$ cat config.mk
export PLATFORM = sky130hd
export DESIGN_NAME = multiplex_display_n
export DESIGN_NICKNAME = d
export VERILOG_FILES = /design/src/rtl/mux_display_pkg.sv /design/src/rtl/seg7_decoder.sv /design/src/rtl/multiplex_display_n.sv
export SDC_FILE = /design/constraint.sdc
export NUM_CORES = 1
export LEC_CHECK = 0
export CAP_MARGIN = 10
export CORE_AREA = 2 2 69 71
export DETAILED_ROUTE_END_ITERATION = 16
export DIE_AREA = 0 0 71 73
export DONT_BUFFER_PORTS = 1
export PLACE_DENSITY = 0.75
export SLEW_MARGIN = 0
export SYNTH_ARGS = -nofsm -noshare
export SYNTH_HDL_FRONTEND = slang
export SYNTH_SLANG_ARGS = --single-unit
export TNS_END_PERCENT = 100
$ cat constraint.sdc
create_clock -name clk -period 2.4 [get_ports clk]
set_input_delay 0.36 -clock clk [delete_from_list [all_inputs] [get_ports clk]]
set_output_delay 0.36 -clock clk [all_outputs]
set_load 0.1 [all_outputs]
$ cat src/rtl/mux_display_pkg.sv
// Shared types and the hex-to-7-segment pattern table for the multiplexed display.
package mux_display_pkg;

    typedef enum logic {BLANK = 1'b0, ON = 1'b1} mux_state_t;

    // Active-high patterns, bit 6 = g ... bit 0 = a, index = hex value.
    localparam logic [6:0] HEX7 [16] = '{
        7'h3F, 7'h06, 7'h5B, 7'h4F, 7'h66, 7'h6D, 7'h7D, 7'h07,
        7'h7F, 7'h6F, 7'h77, 7'h7C, 7'h39, 7'h5E, 7'h79, 7'h71
    };

endpackage

$ cat src/rtl/seg7_decoder.sv
// Combinational hex nibble to active-high 7-segment pattern.
module seg7_decoder
    import mux_display_pkg::*;
(
    input  logic [3:0] value,
    output logic [6:0] seg
);

    assign seg = HEX7[value];

endmodule

$ cat src/rtl/multiplex_display_n.sv
// N-digit time-multiplexed 7-segment driver with blanking gap, leading-zero
// suppression, per-digit enable and frame-synchronous shadow loading.
module multiplex_display_n
    import mux_display_pkg::*;
#(
    parameter int N_DIGITS       = 4,
    parameter int REFRESH_CYCLES = 1000,
    parameter int BLANK_CYCLES   = 16,
    parameter bit SEG_ACTIVE_LOW = 1'b1,
    parameter bit AN_ACTIVE_LOW  = 1'b0
) (
    input  logic                  clk,
    input  logic                  rst_n,
    input  logic [4*N_DIGITS-1:0] digits,
    input  logic [N_DIGITS-1:0]   dp_in,
    input  logic [N_DIGITS-1:0]   digit_en,
    input  logic                  lz_suppress,
    input  logic                  load,
    output logic [6:0]            segments,
    output logic                  dp,
    output logic [N_DIGITS-1:0]   anode,
    output logic                  frame_tick
);

    localparam int MAXC = (REFRESH_CYCLES > BLANK_CYCLES) ? REFRESH_CYCLES : BLANK_CYCLES;
    localparam int CW   = $clog2(MAXC + 1);
    localparam int IW   = (N_DIGITS > 1) ? $clog2(N_DIGITS) : 1;

    localparam logic [CW-1:0] R_LAST = CW'(REFRESH_CYCLES - 1);
    localparam logic [CW-1:0] B_LAST = CW'((BLANK_CYCLES > 0) ? BLANK_CYCLES - 1 : 0);
    localparam logic [IW-1:0] I_LAST = IW'(N_DIGITS - 1);
    // With no blanking gap the BLANK phase never exists, so start straight in ON.
    localparam mux_state_t RST_STATE = (BLANK_CYCLES > 0) ? BLANK : ON;

    mux_state_t                 state_q, state_d;
    logic [IW-1:0]              idx_q, idx_d;
    logic [CW-1:0]              cnt_q, cnt_d;
    logic                       pending_q, pending_d;
    logic [N_DIGITS-1:0][3:0]   shadow_q, shadow_d;
    logic [N_DIGITS-1:0]        sdp_q, sdp_d;

    logic       capture;
    logic       upper_nz, suppressed, lit;
    logic [3:0] sel_digit;
    logic       sel_dp;
    logic [6:0] seg_hi;

    always_comb begin
        state_d = state_q;
        idx_d   = idx_q;
        cnt_d   = cnt_q + 1'b1;
        case (state_q)
            BLANK: begin
                if (cnt_q == B_LAST) begin
                    state_d = ON;
                    cnt_d   = '0;
                end
            end
            ON: begin
                if (cnt_q == R_LAST) begin
                    cnt_d   = '0;
                    idx_d   = (idx_q == I_LAST) ? '0 : idx_q + 1'b1;
                    state_d = (BLANK_CYCLES > 0) ? BLANK : ON;
                end
            end
            default: state_d = RST_STATE;
        endcase
    end

    assign frame_tick = (state_q == ON) && (idx_q == I_LAST) && (cnt_q == R_LAST);
    assign capture    = frame_tick && (pending_q || load);

    always_comb begin
        shadow_d  = capture ? digits : shadow_q;
        sdp_d     = capture ? dp_in : sdp_q;
        pending_d = capture ? 1'b0 : (pending_q | load);
    end

    always_ff @(posedge clk or negedge rst_n) begin
        if (!rst_n) begin
            state_q   <= RST_STATE;
            idx_q     <= '0;
            cnt_q     <= '0;
            pending_q <= 1'b0;
            shadow_q  <= '0;
            sdp_q     <= '0;
        end else begin
            state_q   <= state_d;
            idx_q     <= idx_d;
            cnt_q     <= cnt_d;
            pending_q <= pending_d;
            shadow_q  <= shadow_d;
            sdp_q     <= sdp_d;
        end
    end

    // A digit is a leading zero when it and every more significant digit are 0.
    always_comb begin
        upper_nz = 1'b0;
        for (int j = 0; j < N_DIGITS; j++) begin
            if (j >= int'(idx_q) && shadow_q[j] != 4'h0) upper_nz = 1'b1;
        end
        sel_digit  = shadow_q[idx_q];
        sel_dp     = sdp_q[idx_q];
        suppressed = lz_suppress && (idx_q != '0) && !upper_nz && !sel_dp;
        lit        = (state_q == ON) && digit_en[idx_q] && !suppressed;
    end

    seg7_decoder u_dec (
        .value (sel_digit),
        .seg   (seg_hi)
    );

    always_comb begin
        anode    = (lit ? (N_DIGITS'(1) << idx_q) : '0) ^ {N_DIGITS{AN_ACTIVE_LOW}};
        segments = (lit ? seg_hi : 7'h00) ^ {7{SEG_ACTIVE_LOW}};
        dp       = (lit & sel_dp) ^ SEG_ACTIVE_LOW;
    end

endmodule

==> results of run 1 <==
cell usage in the layout, fill, tap and decap left out, drive strengths merged, types with 4 or more instances in the layout:
cell type | netlist | routed
mux4 | 6 | 6
nor3 | 4 | 4
nor2 | 15 | 15
nand3 | 6 | 6
xnor2 | 4 | 4
clkbuf | 4 | 9
and2 | 6 | 6
inv | 10 | 10
buf | 4 | 42
mux2 | 26 | 26
nor4 | 5 | 5
dfrtp | 34 | 34
ha | 12 | 12
nand2 | 8 | 8
xor2 | 4 | 4
o211ai | 5 | 5
mux2i | 4 | 4
flip-flops by register name (all words and copies together) (netlist names):
signal / count
sdp_q: 4
idx_q: 2
shadow_q: 16
state_q: 1
pending_q: 1
cnt_q: 10
logic make-up (layout without fill, tap and decap cells):
group | Yosys count | in the layout | synth area share
multiplexers | 36 | 36 | 0.2212
AO/OA/AOI/OAI | 18 | 19 | 0.06565
adder cells (fa/ha/maj) | 12 | 12 | 0.07096
buffers and inverters | 18 | 64 | 0.04317
XOR/XNOR | 8 | 8 | 0.03311
AND/OR/NAND/NOR | 62 | 62 | 0.1638
flip-flops | 34 | 34 | 0.4021
metrics by stage:
step           instances  TNS (ns)  cell area, um^2  hold slack, ns    util
2_1_floorplan        188    -4.035             2195         0.06441       -
3_3_place_gp         274   -0.5148             2608         0.06509  0.5749
3_5_place_dp         274   -0.4193             2608         0.06500  0.5749
4_1_cts              286    -2.488             2884          0.2090  0.6359
5_1_grt              289    -3.314             2953          0.2024  0.6510
6_report             289    -2.467             2953          0.2144  0.6510
area by class of cell:
cell class,count,area share
Sequential cell,34,0.2890
Inverter,10,0.01441
Timing Repair Buffer,46,0.1784
Multi-Input combinational cell,137,0.4631
Clock inverter,2,0.004237
Tap cell,54,0.02288
Clock buffer,6,0.02797
power by group through the flow:
stage | clock [mW] | sequential (mW) | combinational, mW
after global routing | 0.477 | 0.572 | 0.113
after floorplan | 0 | 0.584 | 0.0573
after CTS | 0.455 | 0.573 | 0.109
final | 0.444 | 0.573 | 0.109
after detailed placement | 0 | 0.584 | 0.0888
after global placement | 0 | 0.584 | 0.0885
critical path: stages (launching register included):
cell	delay, ns
dfrtp_2	0.40
mux4_2	0.60
ha_2	0.22
mux2_2	0.28
o311ai_4	0.27
o21ai_4	0.09
buf_12	0.17
worst min-delay path by stage:
stage	from	cells after the start	slack [ns]	to
floorplan	rst_n	0	0.06	cnt_q[0]$_DFF_PN0_
global placement	rst_n	0	0.07	sdp_q[2]$_DFFE_PN0P_
detailed placement	rst_n	0	0.06	sdp_q[2]$_DFFE_PN0P_
CTS	digits[11]	1	0.21	shadow_q[11]$_DFFE_PN0P_
global route	digits[10]	1	0.20	shadow_q[10]$_DFFE_PN0P_
finish	digits[11]	1	0.21	shadow_q[11]$_DFFE_PN0P_
routing by layer:
| layer | global-route usage | up-vias | share of wire |
|---|---|---|---|
| met1 | 0.2462 | 856 | 0.40 |
| met5 | 0 | - | 0 |
| met3 | 0.04420 | 13 | 0.035 |
| li1 | - | 778 | - |
| met2 | 0.3863 | 44 | 0.54 |
| met4 | 0.09015 | 0 | 0.019 |
what timing repair did:
item,4_1_cts,5_1_grt
endpoints found under the hold margin,34,0
hold buffers,2,0
buffers inserted,2,3
cloned,1,0
pin swaps,15,14
setup endpoints to repair,11,11
gates resized for setup,28,14
==> flow_summary.json, run 1 <==
{
  "max_freq_mhz": 373.1,
  "internal_power_uw": 841.7,
  "setup_slack_ns": -0.2805,
  "seqPwrFrac": 0.509,
  "status": "complete, but fails checks",
  "comb_power_share": 0.097,
  "die_h_um": 73,
  "htree_levels": 2,
  "period_minus_slack_ns": 2.680,
  "yosys_warnings": 0,
  "tightest_slew_ns": 0.4343,
  "antenna_left": 0,
  "via_per_inst": 5.851,
  "start_util": 0.4665,
  "powerDensity_nw_per_um2": 380.9,
  "synth-edff-count": 0,
  "syn-instance-count": 188,
  "io_buffer_count": 0,
  "min_path_type": "input pin to flop",
  "pre_cts_slack_ns": -0.1110,
  "setup_violations": 11,
  "grt_pass1_wl_um": 8473,
  "p_clk_frac": 0.394,
  "async_reset_ff_frac": 1.000,
  "cts.clk_slew.worst_paths_ns": 0.07,
  "core_um2": 4536,
  "finalMaxSlewViolations": 0,
  "ir_worst_vdd_v": 0.0003546,
  "syn_area_um2": 2116,
  "grt_pass1_vias": 1779,
  "rows": 25,
  "dieWidth_um": 71,
  "dp_hpwl_um": 3504,
  "p_switching_uw": 283.1,
  "cp-end-kind": "output pin",
  "cts_inserted_buffers": 5,
  "cts_num_sinks": 34,
  "routed_wl_um": 5285,
  "drc_errors": 0,
  "grt_max_degree": 35,
  "fillers": 313,
  "yosys-top-cells-count": "dfrtp_1 (34), mux2_2 (26), nor2_1 (15)",
  "maxSlewHeadroom": 0.7078,
  "io_pins": 41,
  "ys_seq_area_frac": 0.4021,
  "crit_path_max_fanout": 4,
  "synth.area.top_cells": "dfrtp_1 (40%), mux2_2 (14%), ha_1 (7.1%)",
  "power_leakage_nw": 1.278,
  "syn_area_per_cell_um2": 11.25,
  "ys_types": 40,
  "worstSetupStartpointType": "flop",
  "swShare": 0.2517,
  "cts_buffer_depth": 2,
  "power_mw": 1.125,
  "rrSetupSlack_ns": 0.20,
  "worstSetupEndpoint": "segments[0]",
  "yosys.area.top_type": "dfrtp_1",
  "required_ns": 2.04,
  "reg2reg_from": "cnt_q[0]$_DFF_PN0_",
  "synth-seq-cells": 34,
  "crit_type": "flop to output pin",
  "finalCritPeriodShare": 1.117,
  "rsz0062_at_grt": "yes",
  "drtIter0Drc": 59,
  "syn_nets": 228,
  "finalHoldViolations": 0,
  "grt.total_usage": 0.2137,
  "wire_per_inst_um": 18.29,
  "cts-root-buf": "clkbuf_8",
  "multi_input_area_um2": 1368,
  "synth_top_area_frac": 0.4021,
  "violations": "setup timing",
  "max-cap-violations": 0,
  "antenna_cells": 0,
  "cts_tree": "built",
  "grt-ovfl-total": 0,
  "syn_to_final_growth_pct": 39.56,
  "ys.flop_type": "dfrtp_1",
  "first_pass_iters": 4,
  "r2r_end": "shadow_q[12]$_DFFE_PN0P_",
  "r2r_cells": 6,
  "synth.most_common_cell": "dfrtp_1",
  "final_nets": 274,
  "skew_ns": 0.005067,
  "route.vias.total": 1691,
  "clk_latency_ns": 0.29,
  "antenna_found_initial": 0,
  "drive_gt1_frac": 0.5149,
  "die_area_um2": 5183,
  "seq_area_um2": 853.3,
  "cp.arrival_ns": 2.32,
  "startpoint": "idx_q[0]$_DFFE_PN0P_",
  "gp_congestion": 0.8340
}
(Power assumes the default switching activity.)
==> run 2, diff against run 1 <==
PLACE_DENSITY = 0.66   (was 0.75)
==> flow_summary.json, run 2 (synthesis results as in run 1) <==
{
  "cts_buffer_depth": 2,
  "finalCritPeriodShare": 1.136,
  "antenna_cells": 0,
  "pre_cts_slack_ns": -0.1755,
  "wire_per_inst_um": 18.65,
  "clk_latency_ns": 0.29,
  "tightest_slew_ns": 0.3972,
  "gp_congestion": 0.8948,
  "grt_max_degree": 35,
  "grt.total_usage": 0.2276,
  "core_um2": 4536,
  "htree_levels": 2,
  "critPathSlowestCell": "mux4_2",
  "cts_num_sinks": 34,
  "drive_gt1_frac": 0.4766,
  "max_freq_mhz": 366.7,
  "hold_depth": 1,
  "cpLargestDelayFamily": "multiplexers",
  "cts_inserted_buffers": 5,
  "grtUsageMet2": 0.3842,
  "cts-root-buf": "clkbuf_8",
  "grt_pass1_wl_um": 8894,
  "grt-ovfl-total": 0,
  "path_buf_inv": 1,
  "finalHoldViolations": 0,
  "die_area_um2": 5183,
  "first_pass_iters": 4,
  "ir_worst_vdd_v": 0.0004238,
  "dp_hpwl_um": 3737,
  "r2r_end": "sdp_q[2]$_DFFE_PN0P_",
  "cp.arrival_ns": 2.37,
  "worstSetupStartpointType": "flop",
  "finalMaxSlewViolations": 0,
  "min_path_type": "input pin to flop",
  "drc_errors": 0,
  "power_leakage_nw": 1.264,
  "grt_pass1_vias": 1786,
  "violations": "setup timing",
  "cp-end-kind": "output pin",
  "largestRegisters": "shadow_q (16), cnt_q (10), sdp_q (4)",
  "met1_usage": 0.2660,
  "largest_reg_flops": 16,
  "dieWidth_um": 71,
  "drtIter0Drc": 89,
  "skew_ns": 0.004656,
  "io_pins": 41,
  "powerDensity_nw_per_um2": 388.2,
  "syn_to_final_growth_pct": 35.42,
  "cts_tree": "built",
  "final_cell_mix": "dfrtp_1 (32), buf_4 (32), mux2_2 (25), nor2_1 (15), nand2_1 (8)",
  "io_buffer_count": 0,
  "hold_end": "shadow_q[1]$_DFFE_PN0P_",
  "period_minus_slack_ns": 2.727,
  "r2r_cells": 6,
  "min_from": "digits[1]",
  "cts.clk_slew.worst_paths_ns": 0.07,
  "path_cells": "mux4_2 -> ha_2 -> mux2_2 -> o311ai_4 -> o21ai_2 -> buf_12",
  "fin_tns_setup_ns": -3.036,
  "setup_violations": 11,
  "start_util": 0.4665,
  "die_h_um": 73,
  "route.vias.total": 1703,
  "maxSlewHeadroom": 0.7327,
  "routed_wl_um": 5389,
  "grt_most_used_layer": "met2",
  "rows": 25,
  "max_stage_delay_ns": 0.62,
  "crit_type": "flop to output pin",
  "met3_usage": 0.06768,
  "required_ns": 2.04,
  "max-cap-violations": 0,
  "hold_ws_ns": 0.2179,
  "final_nets": 274,
  "via_per_inst": 5.893,
  "largest-register": "shadow_q",
  "setup_slack_ns": -0.3268,
  "crit_path_max_fanout": 5,
  "rsz0062_at_grt": "yes",
  "rrSetupSlack_ns": 0.17,
  "reg2reg_from": "cnt_q[0]$_DFF_PN0_",
  "antenna_found_initial": 0,
  "antenna_left": 0,
  "status": "complete, but fails checks"
}
run 2: cell count changes in the layout (fill, tap and decap cells not counted), sizes merged:
cell | previous run | this run
buf | 42 | 43
clkinvlp | 1 | 0
run 2: worst max-delay path by stage:
| stage | from | endpoint | slack [ns] | cells after the start |
|---|---|---|---|---|
| finish | idx_q[0]$_DFFE_PN0P_ | segments[0] | -0.33 | 6 |
| global route | idx_q[0]$_DFFE_PN0P_ | segments[0] | -0.41 | 6 |
| CTS | idx_q[0]$_DFFE_PN0P_ | segments[0] | -0.33 | 6 |
| detailed placement | idx_q[0]$_DFFE_PN0P_ | segments[0] | -0.18 | 6 |
| global placement | idx_q[0]$_DFFE_PN0P_ | segments[0] | -0.06 | 6 |
| floorplan | idx_q[0]$_DFFE_PN0P_ | segments[4] | -1.01 | 5 |
run 2: routing by layer:
layer | up-vias | part of all wire
met4 | 0 | 0.029
li1 | 784 | -
met1 | 835 | 0.38
met2 | 70 | 0.52
met5 | - | 0
met3 | 14 | 0.072
run 2: final cells by class:
cell class	count	area [um^2]
Clock buffer	7	86.33
Clock inverter	1	5.005
Fill cell	341	1670
Inverter	10	40.04
Multi-Input combinational cell	137	1320
Sequential cell	34	853.3
Tap cell	54	67.56
Timing Repair Buffer	46	493.0
run 2: what timing repair did:
| item | in CTS | in global routing |
|---|---|---|
| hold buffers | 2 | 0 |
| pin swaps | 11 | 3 |
| setup endpoints to repair | 11 | 11 |
| gates cloned | 1 | 0 |
| buffers inserted | 4 | 1 |
| hold endpoints to repair | 34 | 0 |
| gates resized for setup | 24 | 4 |
run 2: report_power, final:
group          total, mW  internal [mW]         switching [mW]
clock              0.430          0.231                  0.199
combinational      0.109         0.0385                 0.0709
sequential         0.573          0.573  0.0000000000000000126
total               1.11          0.843                  0.270
run 2: stage by stage:
| step | instance area [um^2] | utilization | std cells | power [mW] |
|---|---|---|---|---|
| 4_1_cts | 2859 | 0.6303 | 288 | 1.128 |
| 6_report | 2865 | 0.6317 | 289 | 1.112 |
| 3_3_place_gp | 2592 | 0.5716 | 273 | 0.6762 |
| 3_5_place_dp | 2592 | 0.5716 | 273 | 0.6767 |
| 5_1_grt | 2865 | 0.6317 | 289 | 1.156 |
| 2_1_floorplan | 2195 | - | 188 | 0.6411 |
==> run 3, diff against run 2 <==
CORE_AREA = 5 5 72 74   (was 2 2 69 71)
DIE_AREA = 0 0 77 79   (was 0 0 71 73)
==> flow_summary.json, run 3 (synthesis results as in run 1) <==
{
  "first_pass_iters": 4,
  "min_path_type": "input pin to flop",
  "power_leakage_nw": 1.285,
  "tightest_slew_ns": 0.3758,
  "violations": "setup timing",
  "cts.clk_slew.worst_paths_ns": 0.08,
  "largest_reg_flops": 16,
  "drtIter0Drc": 83,
  "cts_buffer_depth": 2,
  "largest-register": "shadow_q",
  "io_pins": 41,
  "grt_max_degree": 35,
  "grt_pass1_vias": 1845,
  "final_nets": 277,
  "rrSetupSlack_ns": 0.12,
  "io_buffer_count": 0,
  "cpLargestDelayFamily": "buffers and inverters",
  "cts_tree": "built",
  "maxSlewHeadroom": 0.7472,
  "start_util": 0.4665,
  "final-instance-count-excl-fill": 292,
  "wire_per_inst_um": 18.72,
  "max_stage_delay_ns": 0.55,
  "path_buf_inv": 4,
  "crit_path_max_fanout": 5,
  "antenna_found_initial": 0,
  "grt.total_usage": 0.1860,
  "cts-root-buf": "clkbuf_8",
  "die_h_um": 79,
  "power_mw": 1.085,
  "setup_slack_ns": -0.3419,
  "dieWidth_um": 77,
  "max-cap-violations": 0,
  "drive_gt1_frac": 0.5000,
  "status": "complete, but fails checks",
  "antenna_left": 0,
  "core_um2": 4536,
  "drc_errors": 0,
  "rsz0062_at_grt": "yes",
  "cp-end-kind": "output pin",
  "cp.arrival_ns": 2.38,
  "hold_ws_ns": 0.2159,
  "setup_violations": 11,
  "skew_ns": 0.01155,
  "final_common_cell": "dfrtp_1",
  "crit_type": "flop to output pin",
  "grt_pass1_wl_um": 9080,
  "die_area_um2": 6083,
  "required_ns": 2.04,
  "period_minus_slack_ns": 2.742,
  "finalMaxSlewViolations": 0,
  "ir_worst_vdd_v": 0.0004604,
  "pre_cts_slack_ns": -0.08310,
  "antenna_cells": 0,
  "critPathSlowestCell": "mux4_2",
  "cts_num_sinks": 34,
  "grt-ovfl-total": 0,
  "gp_congestion": 0.8281,
  "dp_hpwl_um": 3885,
  "rows": 25,
  "finalHoldViolations": 0,
  "route.vias.total": 1698,
  "crit_path_frequent_cell": "buf_4",
  "final_cell_mix": "dfrtp_1 (33), buf_4 (32), mux2_2 (25), nor2_1 (15)",
  "max_freq_mhz": 364.7,
  "worstSetupStartpointType": "flop",
  "place_inst": 272,
  "routed_wl_um": 5466,
  "path_cells": "buf_4 -> buf_6 -> mux4_2 -> o31a_1 -> buf_4 -> o221ai_2 -> buf_12",
  "powerDensity_nw_per_um2": 374.9,
  "largestRegisters": "shadow_q (16), cnt_q (10), sdp_q (4)",
  "htree_levels": 2,
  "cts_inserted_buffers": 5,
  "finalCritPeriodShare": 1.142,
  "via_per_inst": 5.815,
  "clk_latency_ns": 0.29,
  "syn_to_final_growth_pct": 36.84,
  "fillers": 343
}
run 3: cell types whose count changed in the layout (fill, tap and decap cells not counted), sizes merged:
cell | before | now
buf | 43 | 46
clkbuf | 9 | 8
clkinv | 1 | 2
run 3: final timing paths:
check | start | end | cells past startpoint
hold reg to reg | cnt_q[0]$_DFF_PN0_ | cnt_q[0]$_DFF_PN0_ | 1
hold / removal | digits[4] | shadow_q[4]$_DFFE_PN0P_ | 1
setup / recovery | idx_q[0]$_DFFE_PN0P_ | segments[6] | 7
setup reg to reg | cnt_q[3]$_DFF_PN0_ | sdp_q[3]$_DFFE_PN0P_ | 5
min in group asynchronous | rst_n | shadow_q[4]$_DFFE_PN0P_ | 2
max in group asynchronous | rst_n | cnt_q[3]$_DFF_PN0_ | 2
run 3: area by class of cell:
type	count	area, um^2	share of cell area
inverters	10	42.54	0.01469
clock inverters	2	10.01	0.003457
multi-input cells	137	1324	0.4572
clock buffers	6	72.57	0.02506
repair buffers	49	526.8	0.1819
well taps	54	67.56	0.02334
flip-flops and latches	34	852.1	0.2943
run 3: stage by stage:
stage	util	TNS, ns	instance area [um^2]
global placement	0.5699	-0.06210	2585
detailed placement	0.5699	-0.09637	2585
finish	0.6383	-2.972	2895
global route	0.6383	-3.961	2895
floorplan	-	-4.035	2195
CTS	0.6152	-2.476	2790
run 3: where the power goes:
| group | switching, mW | internal (mW) | leakage [nW] | total (mW) |
|---|---|---|---|---|
| Sequential | 0.00000000000000000918 | 0.573 | 0.454 | 0.573 |
| Clock | 0.201 | 0.201 | 0.0450 | 0.402 |
| Combinational | 0.0709 | 0.0398 | 0.786 | 0.111 |
run 3: routing by layer:
metal	wire (um)	track usage
met1	2300	0.2353
met2	2643	0.2869
met3	326	0.05896
met4	195	0.09278
met5	0	0
run 3: repair_timing:
item | in CTS | in global routing
resized for setup | 16 | 20
buffers inserted | 4 | 5
endpoints found under the setup margin | 11 | 11
hold endpoints to repair | 34 | 0
hold buffers | 2 | 0
pin swaps | 9 | 5
cloned | 1 | 0
run 3: worst reg2reg max path, stage by stage (launching register included):
cell and delay [ns]:
dfrtp_1 0.44, or3b_1 0.38, or4_4 0.45, nor3b_2 0.22, buf_4 0.30, mux2_2 0.38
==> patch 1 (config.mk and constraints of run 1) <==
Register the input `digits` before use, without a reset. The logic sees it one clock later. The other inputs are not delayed to match.
--- a/src/rtl/multiplex_display_n.sv
+++ b/src/rtl/multiplex_display_n.sv
@@ -31,6 +31,12 @@
     localparam logic [IW-1:0] I_LAST = IW'(N_DIGITS - 1);
     // With no blanking gap the BLANK phase never exists, so start straight in ON.
     localparam mux_state_t RST_STATE = (BLANK_CYCLES > 0) ? BLANK : ON;
+
+    logic [4*N_DIGITS-1:0] digits_q;
+
+    always_ff @(posedge clk) begin
+        digits_q <= digits;
+    end
 
     mux_state_t                 state_q, state_d;
     logic [IW-1:0]              idx_q, idx_d;
@@ -71,7 +77,7 @@
     assign capture    = frame_tick && (pending_q || load);
 
     always_comb begin
-        shadow_d  = capture ? digits : shadow_q;
+        shadow_d  = capture ? digits_q : shadow_q;
         sdp_d     = capture ? dp_in : sdp_q;
         pending_d = capture ? 1'b0 : (pending_q | load);
     end
Behaviour: same outputs for any inputs over 10 cycles, from zero or initial values and one cycle with rst_n low; that may be too few to reach the edited logic, so the function may still have changed.
==> patch 1 against run 1 <==
  * The run still ends with negative setup slack left
  * Die area is the same
  * Sequential cell count up 16
  * Count of clock-buffer cells in the layout is 1 higher
  * Total power is 37% higher
  * Design area up 12%
  * Synthesized area increased by 18%
  * Worst setup slack got worse by 110 ps
  * Wire length is 6.8% higher
  * Sequential share of layout area rose by 6.5 points
  * Global-route usage is 2.7 points higher
  * Critical path type unchanged
==> patch 1: results (changes against run 1) <==
The overall fraction of global-route tracks in use came out at 0.241 (was 0.214). The wire length of the first global-routing pass was 9450 um (was 8470 um). The count of nets after finishing is 281 (was 274).

Largest registers: digits_q x16, shadow_q x16, cnt_q x10 (was shadow_q x16, cnt_q x10, sdp_q x4). The per-instance average area after synthesis is 12.6 um2 (was 11.3 um2). The via-per-instance ratio came to 5.94 (was 5.85).

The static leakage is 1.54 nW (was 1.28 nW). The number of antenna violations at the first check in global routing is 0 (unchanged). The signal arrival time at the worst endpoint came out at 2430 ps (was 2320 ps). The post-place instance area came out at 3030 um2 (was 2610 um2).

The number of nets in the synthesized netlist is 238 (was 228). The count of unique library cells instantiated by Yosys came out at 45 (was 40). Violations in the final reports: negative setup slack (unchanged). Outcome: finished, violations left (unchanged).

The areal power density over the cells came out at 465 nW/um2 (was 381 nW/um2). The met3 usage in global routing is 0.0428 (was 0.0442). The sequential power share is 0.557 (was 0.509). The setup TNS after final layout is -3030 ps (was -2470 ps). The largest net degree at the start of global routing is 35 (unchanged). The clock network fraction of design power came out at 0.370 (was 0.394). Cell types occupying the most area after synthesis: dfrtp_1 34%, dfxtp_1 13%, mux2_4 12% (was dfrtp_1 40%, mux2_2 14%, ha_1 7.1%). The met2 track demand over resource in global routing is 0.444 (was 0.386). Most frequent cells after synthesis: 34 x dfrtp_1, 20 x mux2_4, 16 x dfxtp_1 (was 34 x dfrtp_1, 26 x mux2_2, 15 x nor2_1). The final wirelength came to 5640 um (was 5290 um). The least setup slack across all paths after layout came out at -390 ps (was -280 ps). The number of fill cells in the layout came out at 283 (was 313). The worst slack at placement came out at -136 ps (was -111 ps). The headroom to the max-slew limit was 0.573 (was 0.708). The fraction of final layout cells sized beyond drive strength 1 is 0.442 (was 0.515). The total instance count after detailed placement is 283 (was 274). The setup-violating endpoint count in the final report is 11 (unchanged).

The cell-internal power came out at 1.20 mW (was 0.842 mW). The hold path startpoint is digits[10] (was digits[11]). The sequential fraction of the synthesis area is 0.469 (was 0.402). The via count of the first global-routing pass is 1865 (was 1779).

The final RePlAce weighted congestion is 0.850 (was 0.834). The met1 track utilization from global routing is 0.276 (was 0.246). The launch point of the worst reg-to-reg path is idx_q[1] (was cnt_q[0]).

The root cell of the clock tree is clkbuf_8 (unchanged). The number of DRC markers after the initial detailed-route iteration came out at 114 (was 59). The maximum VDD drop is 385 uV (was 355 uV). The post-route clock skew came out at 5.29 ps (was 5.07 ps).

The detailed-placement wirelength estimate was 4110 um (was 3500 um). The CTS clock-pin slew for the worst setup and hold paths came out at 90 ps (was 70 ps). The total number of vias came to 1758 (was 1691). The post-synthesis async set-or-reset flop share came to 0.680 (was 1.00).
-- patch 1: changes by cell type in the layout (fill, tap and decap cells not counted), sizes merged, moves of 3 or more --
cell,change
a21oi,+3
dfxtp,+16
inv,-3
mux2,-3
nor2b,+3
-- patch 1: kinds of logic after synthesis --
| group | after synthesis | share of synthesized area |
|---|---|---|
| buf+inv | 14 | 0.0281 |
| flops | 50 | 0.469 |
| fa+ha+maj | 12 | 0.0601 |
| simple gates | 56 | 0.135 |
| compound gates | 23 | 0.0691 |
| mux | 33 | 0.204 |
| xor+xnor | 10 | 0.0351 |
-- patch 1: final cells by class --
| class | instances | area share |
|---|---|---|
| multi-input cells | 134 | 0.441 |
| flip-flops and latches | 50 | 0.354 |
| repair buffers | 43 | 0.143 |
| clock buffers | 7 | 0.0231 |
| well taps | 54 | 0.0204 |
| clock inverters | 1 | 0.00908 |
| inverters | 7 | 0.00870 |
-- patch 1: repair_timing --
action / CTS / global route
hold endpoints to repair: 34 / 0
endpoints found under the setup margin: 11 / 11
hold buffers: 2 / 0
pin swaps: 7 / 5
resized for setup: 20 / 7
buffers inserted: 4 / 1
-- patch 1: worst max-delay path, cell delays in order, from the launching register on --
cell and delay, ps:
dfrtp_2 430, buf_6 110, mux4_2 520, buf_4 190, ha_4 170, nor3b_1 270
buf_4 170, o41ai_4 80, buf_12 190
-- patch 1: worst paths after layout --
path                            slack, ps            to  cells past startpoint
worst max-delay path                 -390   segments[0]                      8
worst min-delay path                   80  digits_q[10]                      0
worst max register to register        230      sdp_q[0]                      5
worst min register to register        470  shadow_q[15]                      1
max in group asynchronous            1710      idx_q[0]                      2
min in group asynchronous             500  shadow_q[13]                      2
-- patch 1: per-layer routing --
metal	wire [um]	share of wire
met5	0	0
met4	193	0.034
met2	3130	0.56
met1	2090	0.37
met3	221	0.039
==> patch 2 (settings of run 1) <==
Made on the original files. The parameter `N_DIGITS` goes from 4 to 8.
--- a/src/rtl/multiplex_display_n.sv
+++ b/src/rtl/multiplex_display_n.sv
@@ -3,7 +3,7 @@
 module multiplex_display_n
     import mux_display_pkg::*;
 #(
-    parameter int N_DIGITS       = 4,
+    parameter int N_DIGITS       = 8,
     parameter int REFRESH_CYCLES = 1000,
     parameter int BLANK_CYCLES   = 16,
     parameter bit SEG_ACTIVE_LOW = 1'b1,
Ports: changed (resized anode, digit_en, digits and dp_in); port bits go from 41 to 69. The function was not compared with the original's and may differ.
==> patch 2 against run 1 <==
  * The flow now stops in global routing
  * Synthesized area is 46% higher
==> patch 2: results (changes against run 1) <==
The flow stopped in global routing. The kind of the worst endpoint is a top-level output. The number of synthesized register bits is 55 (was 34). The worst slack at placement is -240 ps (was -111 ps).

The main flop type after synthesis is dfrtp_1 (unchanged). The sequential fraction of the synthesis area is 0.445 (was 0.402). The post-synthesis async set-or-reset flop share came out at 1.00 (unchanged). The count of unique library cells instantiated by Yosys was 46 (was 40).

The post-place instance area was 4000 um2 (was 2610 um2). Outcome: did not finish (was finished, violations left). The root cell of the clock tree is clkbuf_8 (unchanged).

The total clock buffers created by CTS is 5 (unchanged). The x dimension of the die was 71 um (unchanged). The number of buffers added on ports came out at 0 (unchanged).

The final RePlAce weighted congestion came out at 0.864 (was 0.834). Cell types occupying the most area after synthesis: dfrtp_1 44%, mux2_1 15%, mux4_2 5.8% (was dfrtp_1 40%, mux2_2 14%, ha_1 7.1%). The largest net degree at the start of global routing is 56.

The number of nets in the synthesized netlist is 332 (was 228). The overall fraction of global-route tracks in use is 0.787. The worst-slack endpoint at the end of global-route timing repair is segments[4].

The Yosys warning count came out at 0 (unchanged). The remaining global-route overflow is 84. The first error in the log reads "[ERROR GRT-0232] Routing congestion too high. Check the congestion heatmap in the GUI".

The maximum clock path buffer count is 2 (unchanged). Most frequent cells after synthesis: 55 x dfrtp_1, 42 x mux2_1, 16 x nand2_1 (was 34 x dfrtp_1, 26 x mux2_2, 15 x nor2_1). The number of levels in the clock H-tree came to 2 (unchanged). The detailed-placement wirelength estimate is 6010 um (was 3500 um).
[patch 2: through the flow]
step	TNS (ps)	std cells
after floorplan	-3680	267
after global placement	-1530	376
after detailed placement	-2460	376
after CTS	-6430	391
[patch 2: logic make-up after synthesis]
family	count (synthesis)	synth area share
buffers and inverters	23	0.0336
xor gates and xnor gates	8	0.0226
and+or+nand+nor	74	0.124
DFF	55	0.445
adders and majority gates	13	0.0526
muxes	61	0.247
AOI/OAI and AO/OA	33	0.0752
[patch 2: per-layer routing]
layer  global-route usage  GRT overflow
met1                0.795             2
met2                0.971            36
met3                0.548             1
met4                0.914            45
met5               0.0303             0
[patch 2: what timing repair did]
action | CTS
hold buffers | 2
setup endpoints to repair | 17
pin swaps | 3
hold endpoints to repair | 55
gates resized for setup | 28
setup buffers | 5
